### src/rtl/dmem_pkg.sv
// Shared definitions for the MEM-stage data-memory responder.
//   dmem_state_e : responder FSM encoding (idle / wait-state countdown / completion)
//   SIZE_* / RW_*: request field encodings as seen on the size and rw inputs
package dmem_pkg;

    typedef enum logic [1:0] {
        StIdle = 2'd0,
        StWait = 2'd1,
        StDone = 2'd2
    } dmem_state_e;

    localparam logic SIZE_BYTE = 1'b0;
    localparam logic SIZE_WORD = 1'b1;
    localparam logic RW_LOAD   = 1'b0;
    localparam logic RW_STORE  = 1'b1;

endpackage

### src/rtl/dmem_byte_array.sv
// DEPTH x 8 byte storage exposing one word-wide, big-endian lane port.
//   clk     : write clock
//   we      : write strobe, qualified per lane by be
//   base    : word index (byte index without its two low bits)
//   be      : lane enables, be[3] = lane at base*4 (MSB), be[0] = base*4+3 (LSB)
//   wdata   : write data, [31:24] goes to the lowest byte address
//   rdata   : combinational read of the four bytes at base, lowest address in [31:24]
// Storage is intentionally never reset.
module dmem_byte_array #(
    parameter int unsigned DEPTH = 256,
    parameter int unsigned IdxW  = $clog2(DEPTH)
) (
    input  logic            clk,
    input  logic            we,
    input  logic [IdxW-3:0] base,
    input  logic [3:0]      be,
    input  logic [31:0]     wdata,
    output logic [31:0]     rdata
);

    logic [7:0] Mem [0:DEPTH-1];

    always_ff @(posedge clk) begin
        if (we) begin
            for (int l = 0; l < 4; l++) begin
                if (be[3-l]) begin
                    Mem[{base, 2'(l)}] <= wdata[31-8*l -: 8];
                end
            end
        end
    end

    assign rdata = {Mem[{base, 2'd0}], Mem[{base, 2'd1}], Mem[{base, 2'd2}], Mem[{base, 2'd3}]};

endmodule

### src/rtl/data_mem_responder.sv
// Responder side of the MEM-stage data-memory interface. Accepts one byte/word
// load/store, counts WAIT_STATES cycles, performs the access, then pulses ready.
//   clk, reset      : clock; synchronous active-high reset
//   enable, rw, size: request valid, 1=store/0=load, 1=word/0=byte
//   address, data_in: byte address, store data (byte store uses [7:0])
//   data_out        : registered load data, valid while ready=1
//   ready           : one-cycle completion pulse
//   busy            : FSM not idle
//   stall           : enable & ~ready, back to the pipeline
//   err             : misaligned word access flag
// Optional feature macro: DMEM_MISALIGN_TRAP_EN. When defined a misaligned word
// access is suppressed and flagged on err alongside ready; otherwise the low
// address bits are ignored for word accesses and err is tied low.
module data_mem_responder
    import dmem_pkg::*;
#(
    parameter int unsigned ADDR_W      = 8,
    parameter int unsigned DEPTH       = 256,
    parameter int unsigned WAIT_STATES = 1
) (
    input  logic              clk,
    input  logic              reset,
    input  logic              enable,
    input  logic              rw,
    input  logic              size,
    input  logic [ADDR_W-1:0] address,
    input  logic [31:0]       data_in,
    output logic [31:0]       data_out,
    output logic              ready,
    output logic              busy,
    output logic              stall,
    output logic              err
);

    localparam int unsigned IdxW = $clog2(DEPTH);

    dmem_state_e       state_q, state_d;
    logic [2:0]        cnt_q, cnt_d;
    logic              rw_q, rw_d;
    logic              size_q, size_d;
    logic [ADDR_W-1:0] addr_q, addr_d;
    logic [31:0]       wdata_q, wdata_d;
    logic [31:0]       data_out_q, data_out_d;

    logic [IdxW-1:0]   idx;
    logic              mem_we;
    logic [3:0]        mem_be;
    logic [31:0]       mem_wdata;
    logic [31:0]       mem_rdata;
    logic [7:0]        byte_rd;
    logic              trap;

    // Index modulo DEPTH: upper address bits are dropped here.
    assign idx = IdxW'(addr_q);

`ifdef DMEM_MISALIGN_TRAP_EN
    assign trap = (size_q == SIZE_WORD) && (idx[1:0] != 2'b00);
    assign err  = (state_q == StDone) && trap;
`else
    assign trap = 1'b0;
    assign err  = 1'b0;
`endif

    assign mem_be    = (size_q == SIZE_WORD) ? 4'hF : (4'b1000 >> idx[1:0]);
    assign mem_wdata = (size_q == SIZE_WORD) ? wdata_q : {4{wdata_q[7:0]}};

    always_comb begin
        byte_rd = mem_rdata[31:24];
        case (idx[1:0])
            2'd1:    byte_rd = mem_rdata[23:16];
            2'd2:    byte_rd = mem_rdata[15:8];
            2'd3:    byte_rd = mem_rdata[7:0];
            default: byte_rd = mem_rdata[31:24];
        endcase
    end

    always_comb begin
        state_d    = state_q;
        cnt_d      = cnt_q;
        rw_d       = rw_q;
        size_d     = size_q;
        addr_d     = addr_q;
        wdata_d    = wdata_q;
        data_out_d = data_out_q;
        mem_we     = 1'b0;
        case (state_q)
            StIdle: begin
                if (enable) begin
                    rw_d    = rw;
                    size_d  = size;
                    addr_d  = address;
                    wdata_d = data_in;
                    cnt_d   = 3'(WAIT_STATES);
                    state_d = StWait;
                end
            end
            StWait: begin
                if (cnt_q != 3'd0) begin
                    cnt_d = cnt_q - 3'd1;
                end else begin
                    state_d = StDone;
                    if (trap) begin
                        data_out_d = 32'h0;
                    end else if (rw_q == RW_LOAD) begin
                        data_out_d = (size_q == SIZE_WORD) ? mem_rdata : {24'h0, byte_rd};
                    end else begin
                        // Reset in the same cycle drops the pending store.
                        mem_we = ~reset;
                    end
                end
            end
            StDone: begin
                state_d = StIdle;
            end
            default: begin
                state_d = StIdle;
            end
        endcase
    end

    always_ff @(posedge clk) begin
        if (reset) begin
            state_q    <= StIdle;
            cnt_q      <= 3'd0;
            rw_q       <= RW_LOAD;
            size_q     <= SIZE_BYTE;
            addr_q     <= '0;
            wdata_q    <= 32'h0;
            data_out_q <= 32'h0;
        end else begin
            state_q    <= state_d;
            cnt_q      <= cnt_d;
            rw_q       <= rw_d;
            size_q     <= size_d;
            addr_q     <= addr_d;
            wdata_q    <= wdata_d;
            data_out_q <= data_out_d;
        end
    end

    dmem_byte_array #(
        .DEPTH (DEPTH),
        .IdxW  (IdxW)
    ) u_array (
        .clk   (clk),
        .we    (mem_we),
        .base  (idx[IdxW-1:2]),
        .be    (mem_be),
        .wdata (mem_wdata),
        .rdata (mem_rdata)
    );

    assign data_out = data_out_q;
    assign ready    = (state_q == StDone);
    assign busy     = (state_q != StIdle);
    assign stall    = enable & ~ready;

endmodule

### config.mk
export PLATFORM = sky130hd
export DESIGN_NAME = data_mem_responder
export DESIGN_NICKNAME = d
export VERILOG_FILES = /design/src/rtl/dmem_pkg.sv /design/src/rtl/dmem_byte_array.sv /design/src/rtl/data_mem_responder.sv
export SDC_FILE = /design/constraint.sdc
export NUM_CORES = 2
export LEC_CHECK = 0
export CAP_MARGIN = 20
export CORE_ASPECT_RATIO = 1.2
export CORE_MARGIN = 2
export CORE_UTILIZATION = 25
export DETAILED_ROUTE_END_ITERATION = 12
export GPL_ROUTABILITY_DRIVEN = 0
export PLACE_DENSITY_LB_ADDON = 0.3
export SYNTH_ARGS = -nofsm -noshare
export SYNTH_HDL_FRONTEND = slang
export SYNTH_SLANG_ARGS = --single-unit
export TNS_END_PERCENT = 5
### constraint.sdc
create_clock -name clk -period 5.49 [get_ports clk]
set_clock_uncertainty 0.2 [all_clocks]
set_input_delay 0.8235 -clock clk [delete_from_list [all_inputs] [get_ports clk]]
set_output_delay 0.8235 -clock clk [all_outputs]
set_load 0.02 [all_outputs]
==> flow_summary.json <==
{
  "post-route-period-util_pct": 82.93,
  "grt_max_degree": 78,
  "power_switching_share_pct": 23.02,
  "internal-power_uw": 27010,
  "critPathLaunchType": "flop",
  "crit_type": "reg -> reg",
  "synth_seq_cells": 2133,
  "slowest_stage": "dfxtp_4",
  "first_global_vias": 43992,
  "final_common_cell": "edfxtp_1",
  "endpoint_kind": "flop",
  "rsz0062_at_grt": "false",
  "synthesis.nets": 4260,
  "layout.nets": 4492,
  "netlist_instances": 4213,
  "num_vias": 44326,
  "start_util_pct": 25.11,
  "hold_path.class": "in -> reg",
  "clkTransAtPathRegs_ns": 0.07,
  "overflow": 0,
  "ant_nets": 0,
  "relSlewSlack_pct": 19.24,
  "io_buffers": 79,
  "dp_cells": 8672,
  "cp_max_fo": 29,
  "grt_pass1_wl_um": 388000,
  "ys_types": 78,
  "avgViaCountPerCell": 4.893,
  "io_pins": 81,
  "yosys_warnings": 0,
  "clockRootBuffer": "clkbuf_16",
  "finalNonFillerCells": 9059,
  "clk-insertion-delay-late_ns": 0.90,
  "path_cells": "buf_12 -> buf_4 -> buf_4 -> mux4_2 -> a22oi_1 -> o21ai_0 -> o21ai_0 -> nand4_1 -> a22oi_1 -> nand3_1",
  "clock_power_share_pct": 41.5,
  "timing.fmax_ghz": 0.2196,
  "postRouteWirelength_um": 285500,
  "cap_violations": 0,
  "wl_per_cell_um": 31.52,
  "hold_viol_final": 0,
  "final_cell_mix": "edfxtp_1 (2048), mux4_2 (483), nor2_1 (321)",
  "synth_area_um2": 83540,
  "cts.sinks": 2133,
  "slew_viol_final": 0,
  "drc_errors": 0,
  "cts.repair.resized": 0,
  "slowest_delay_ns": 0.75,
  "finalSetupTns_ns": 0,
  "die_x_um": 531.7,
  "arrival_ns": 5.06,
  "worst-path-buf-inv": 3,
  "grt_use_total_pct": 16.38,
  "coreArea_um2": 332700,
  "die_h_um": 637.2,
  "die-area_um2": 338800,
  "postCtsSetupBuffers": 0,
  "numCtsBuffers": 209,
  "leakagePower_uw": 0.02999,
  "cts_tree": "yes",
  "path_delay_family": "compound AO/OA/AOI/OAI gates",
  "area_delta_synth_final_pct": 16.01,
  "drive_above_1_share_pct": 23.11,
  "synth_seq_area_share_pct": 75.66,
  "setup_violations": 0,
  "rows": 232,
  "first_iter_violations": 5547,
  "synthArstFlopShare_pct": 0,
  "p_comb_share_pct": 6.9,
  "synth_edf_count": 2048,
  "powerDensity_nw_per_um2": 362.1,
  "power_uw": 35090,
  "cts_max_level": 4,
  "power.switching_uw": 8077,
  "power_frac_seq_pct": 51.6,
  "tightest_slew_ns": 1.207,
  "dominantRegCellSynth": "edfxtp_1",
  "antenna_found_initial": 5,
  "clockBufferDepth": 4,
  "hold_buffers": 0,
  "min_period_ns": 4.553,
  "required_ns": 6.00,
  "dpl.hpwl_um": 191800,
  "status": "complete, no violations",
  "first_pass_iters": 6,
  "peakVddDrop_v": 0.0002484,
  "syn_area_per_cell_um2": 19.83
}
sequential cells by signal, indices dropped and copies added, names as in the netlist, named ones only:
| name | count |
|---|---|
| u_array.Mem | 2048 |
| data_out | 32 |
| wdata_q | 32 |
| addr_q | 8 |
| cnt_q | 3 |
| state_q | 2 |
| rw_q | 1 |
| size_q | 1 |
final timing paths:
| path | start | end | slack, ns | cells past startpoint |
|---|---|---|---|---|
| max | flop | data_out[3] | 0.94 | 10 |
| min | reset | cnt_q[1] | 0.18 | 2 |
| max reg2reg | flop | data_out[3] | 0.94 | 10 |
| min reg2reg | wdata_q[22] | wdata_q[22] | 0.26 | 2 |
layer usage:
layer	GRT usage, %	vias up	part of all wire (%)
met4	9.717	2	6.9
met3	2.863	522	6.8
met5	0	-	0.0028
li1	-	17612	-
met1	20.44	24227	39
met2	26.63	1963	47
logic make-up after synthesis:
group | share of synthesized area, %
muxes | 15.22
adders and majority gates | 0.02995
other | 0.004489
DFF | 75.66
AOI/OAI and AO/OA | 3.032
buffers and inverters | 1.998
xor gates and xnor gates | 0.01049
and+or+nand+nor | 4.050
stage by stage:
stage          setup WS [ns]  utilization (%)  hold WS, ns  instance area, µm²
2_1_floorplan          2.817                -       0.2364               83540
3_3_place_gp          0.8700            27.02       0.2475               89870
3_5_place_dp          0.9696            27.07       0.2506               90050
4_1_cts               0.9684            29.09       0.1431               96790
5_1_grt               0.8445            29.13       0.1718               96890
6_report              0.9372            29.13       0.1838               96910
cells in the mapped netlist, drive strengths merged (10+ instances only):
library cell	n	area (µm²)
clkbuf	88	330.3
mux4	483	10880
a211oi	32	240.2
o21ai	38	190.2
nand2	296	1111
nor2b	36	225.2
mux2i	145	1451
and2	13	81.33
o22ai	37	231.5
a32oi	10	87.58
buf	162	1301
mux2	34	382.9
nand3	31	155.2
a21oi	83	415.4
a221oi	15	137.6
nand2b	24	150.1
edfxtp	2048	61500
dfxtp	85	1702
a2111oi	13	120.1
nor2	324	1226
nor3	20	100.1
a22oi	64	480.5
a22o	10	87.58
power by group through the flow:
stage               Combinational, µW  Sequential, µW  Clock [µW]
global route                     2500           18100       15300
finish                           2420           18100       14600
global placement                 2390           18400           0
floorplan                        1330           18400           0
detailed placement               2410           18400           0
CTS                              2420           18100       14800
area by class of cell:
class / instances / area [µm²]
flip-flops and latches: 2133 / 63230
repair buffers: 271 / 2482
diodes: 9 / 22.52
multi-input cells: 1820 / 18840
fillers: 32768 / 235800
clock buffers: 246 / 5430
well taps: 4446 / 5563
inverters: 10 / 40.04
clock inverters: 124 / 1304
No activity file was read; power rests on OpenSTA's default activity.
==> edit (config.mk and constraints unchanged) <==
Add a define of `DMEM_MISALIGN_TRAP_EN`.
--- a/src/rtl/data_mem_responder.sv
+++ b/src/rtl/data_mem_responder.sv
@@ -11,6 +11,8 @@
 // Optional feature macro: DMEM_MISALIGN_TRAP_EN. When defined a misaligned word
 // access is suppressed and flagged on err alongside ready; otherwise the low
 // address bits are ignored for word accesses and err is tied low.
+`define DMEM_MISALIGN_TRAP_EN
+
 module data_mem_responder
     import dmem_pkg::*;
 #(
Function: not settled (the Yosys comparison gave no result); the edit may change what the design does.
==> edit against the original RTL <==
Combinational power is essentially flat. Synthesized area is 0.50% higher. Wire length is 3.1% lower. Worst setup slack improved by 0.042 ns. Sequential cell count unchanged. Synthesized cell count is 3.5% higher. Core utilization is 0.087 points lower. Final area is 0.39% higher. Total power down 1.1%. Largest cell class unchanged.
==> edit: results (changes against the original RTL) <==
| Metric | Value |
|---|---|
| Crit path arrival time | 4.77 ns (-0.29 ns) |
| Ranking of synthesized cells by instance count | edfxtp_1, mux4_2, nand2_1, nor2_1, mux2i_1 |
| Top cells by area in the synthesized netlist | edfxtp_1, mux4_2, mux2i_1, dfxtp_1, nand2_1 |
| Master of the slowest instance on the critical path | nor2_1 |
| Count of buffers inserted at the top-level ports | 80 (+1.3%) |
| LEAKAGE | 0.03024 uW (+0.83%) |
| Vias in the first global route | 44,280 (+0.66%) |
| Relative max-transition margin | 15.29% (-3.9 points) |
| Post-route worst hold slack | 0.1947 ns (+0.01095 ns) |
| Starting DRT DRC Count | 5,641 (+1.7%) |
| Clock buffers created by TritonCTS | 215 (+2.9%) |
| First-pass GRT wire length | 376,800 um (-2.9%) |
| Wire length per cell after detailed routing | 29.87 um (-5.2%) |
| Syn nets | 4,407 (+3.5%) |
| Fraction of final layout cells sized beyond drive strength 1 | 21.98% (-1.1 points) |
| Vias | 44,650 (+0.74%) |
| Final-stage net count | 4,653 (+3.6%) |
| Worst stage delay on the critical path | 0.81 ns (+0.06 ns) |
| Initial antenna violation count | 18 (+13) |
| Worst vdd ir | 0.0002288 V (-7.9%) |
| Library cells used by synthesis | 83 (+6.4%) |
| HPWL Detailed | 180,500 um (-5.9%) |
| Critical path fanouts, max | 34 (+17%) |
| Status | completed |
| Reg-to-reg critical path endpoint | u_array.Mem[143][6] |
| Worst reg-to-reg path cell count | 6 (-4) |
| Placement Setup Slack | 1.029 ns (+0.05896 ns) |
| Largest net degree at the start of global routing | 85 (+9.0%) |
| Flop2flop setup slack | 0.98 ns (+0.04 ns) |
| Number of post-CTS setup repair buffers | 0 (unchanged) |
edit: worst max path at each step:
stage | start | end | slack (ns) | depth (start not counted)
2_1_floorplan | flip-flop | data_out[7] | 2.75 | 9
3_3_place_gp | flip-flop | data_out[9] | 1.15 | 9
3_5_place_dp | addr_q[1] | u_array.Mem[139][2] | 1.03 | 6
4_1_cts | addr_q[1] | u_array.Mem[135][3] | 1.01 | 6
5_1_grt | addr_q[1] | u_array.Mem[139][6] | 0.73 | 6
6_report | addr_q[1] | u_array.Mem[143][6] | 0.98 | 6
edit: power by group:
group          switching (uW)  internal [uW]  total (uW)
clock network            6270           7950       14200
logic                    1630            782        2420
registers                 110          18000       18100
total                    8020          26700       34700
edit: cells by family (layout without fill, tap and decap cells):
logic type / count (synthesis) / in the layout / synth area share, %
buffers and inverters: 275 / 692 / 2.100
adders and majority gates: 2 / 2 / 0.02980
AOI/OAI and AO/OA: 368 / 368 / 3.069
xor gates and xnor gates: 3 / 3 / 0.03130
muxes: 669 / 669 / 14.86
other: 0 / 20 / 0
DFF: 2133 / 2133 / 75.28
and+or+nand+nor: 910 / 910 / 4.629
edit: worst max-delay path: cells and delay by family (launching register included):
kind	cells	cell delay (ns)
flip-flops	1	0.50
AND/OR/NAND/NOR	4	2.55
buffers and inverters	1	0.52
AO/OA/AOI/OAI	1	0.29
edit: metrics by stage:
stage          std cells  power, uW  util [%]  cell area (sq um)
5_1_grt             9243      35600     29.03              97240
3_3_place_gp        8836      20820     26.99              90420
6_report            9262      34720     29.04              97290
4_1_cts             9233      34930     29.00              97130
2_1_floorplan       4360      19770         -              83950
3_5_place_dp        8845      20840     27.02              90520
edit: layer usage:
metal  share of wire, %  track usage [%]  up-vias
met4                5.8            7.636       14
met2                 48            26.13     1921
met1                 39            19.63    24040
li1                   -                -    18130
met3                7.6            3.352      552
met5              0.031                0        -
edit: area by class of cell:
class	instances	area, sq um
fillers	32860	237700
flip-flops and latches	2133	63230
multi-input cells	1952	19080
clock buffers	269	5633
well taps	4465	5587
repair buffers	293	2685
clock inverters	119	974.7
diodes	20	50.05
inverters	11	47.55
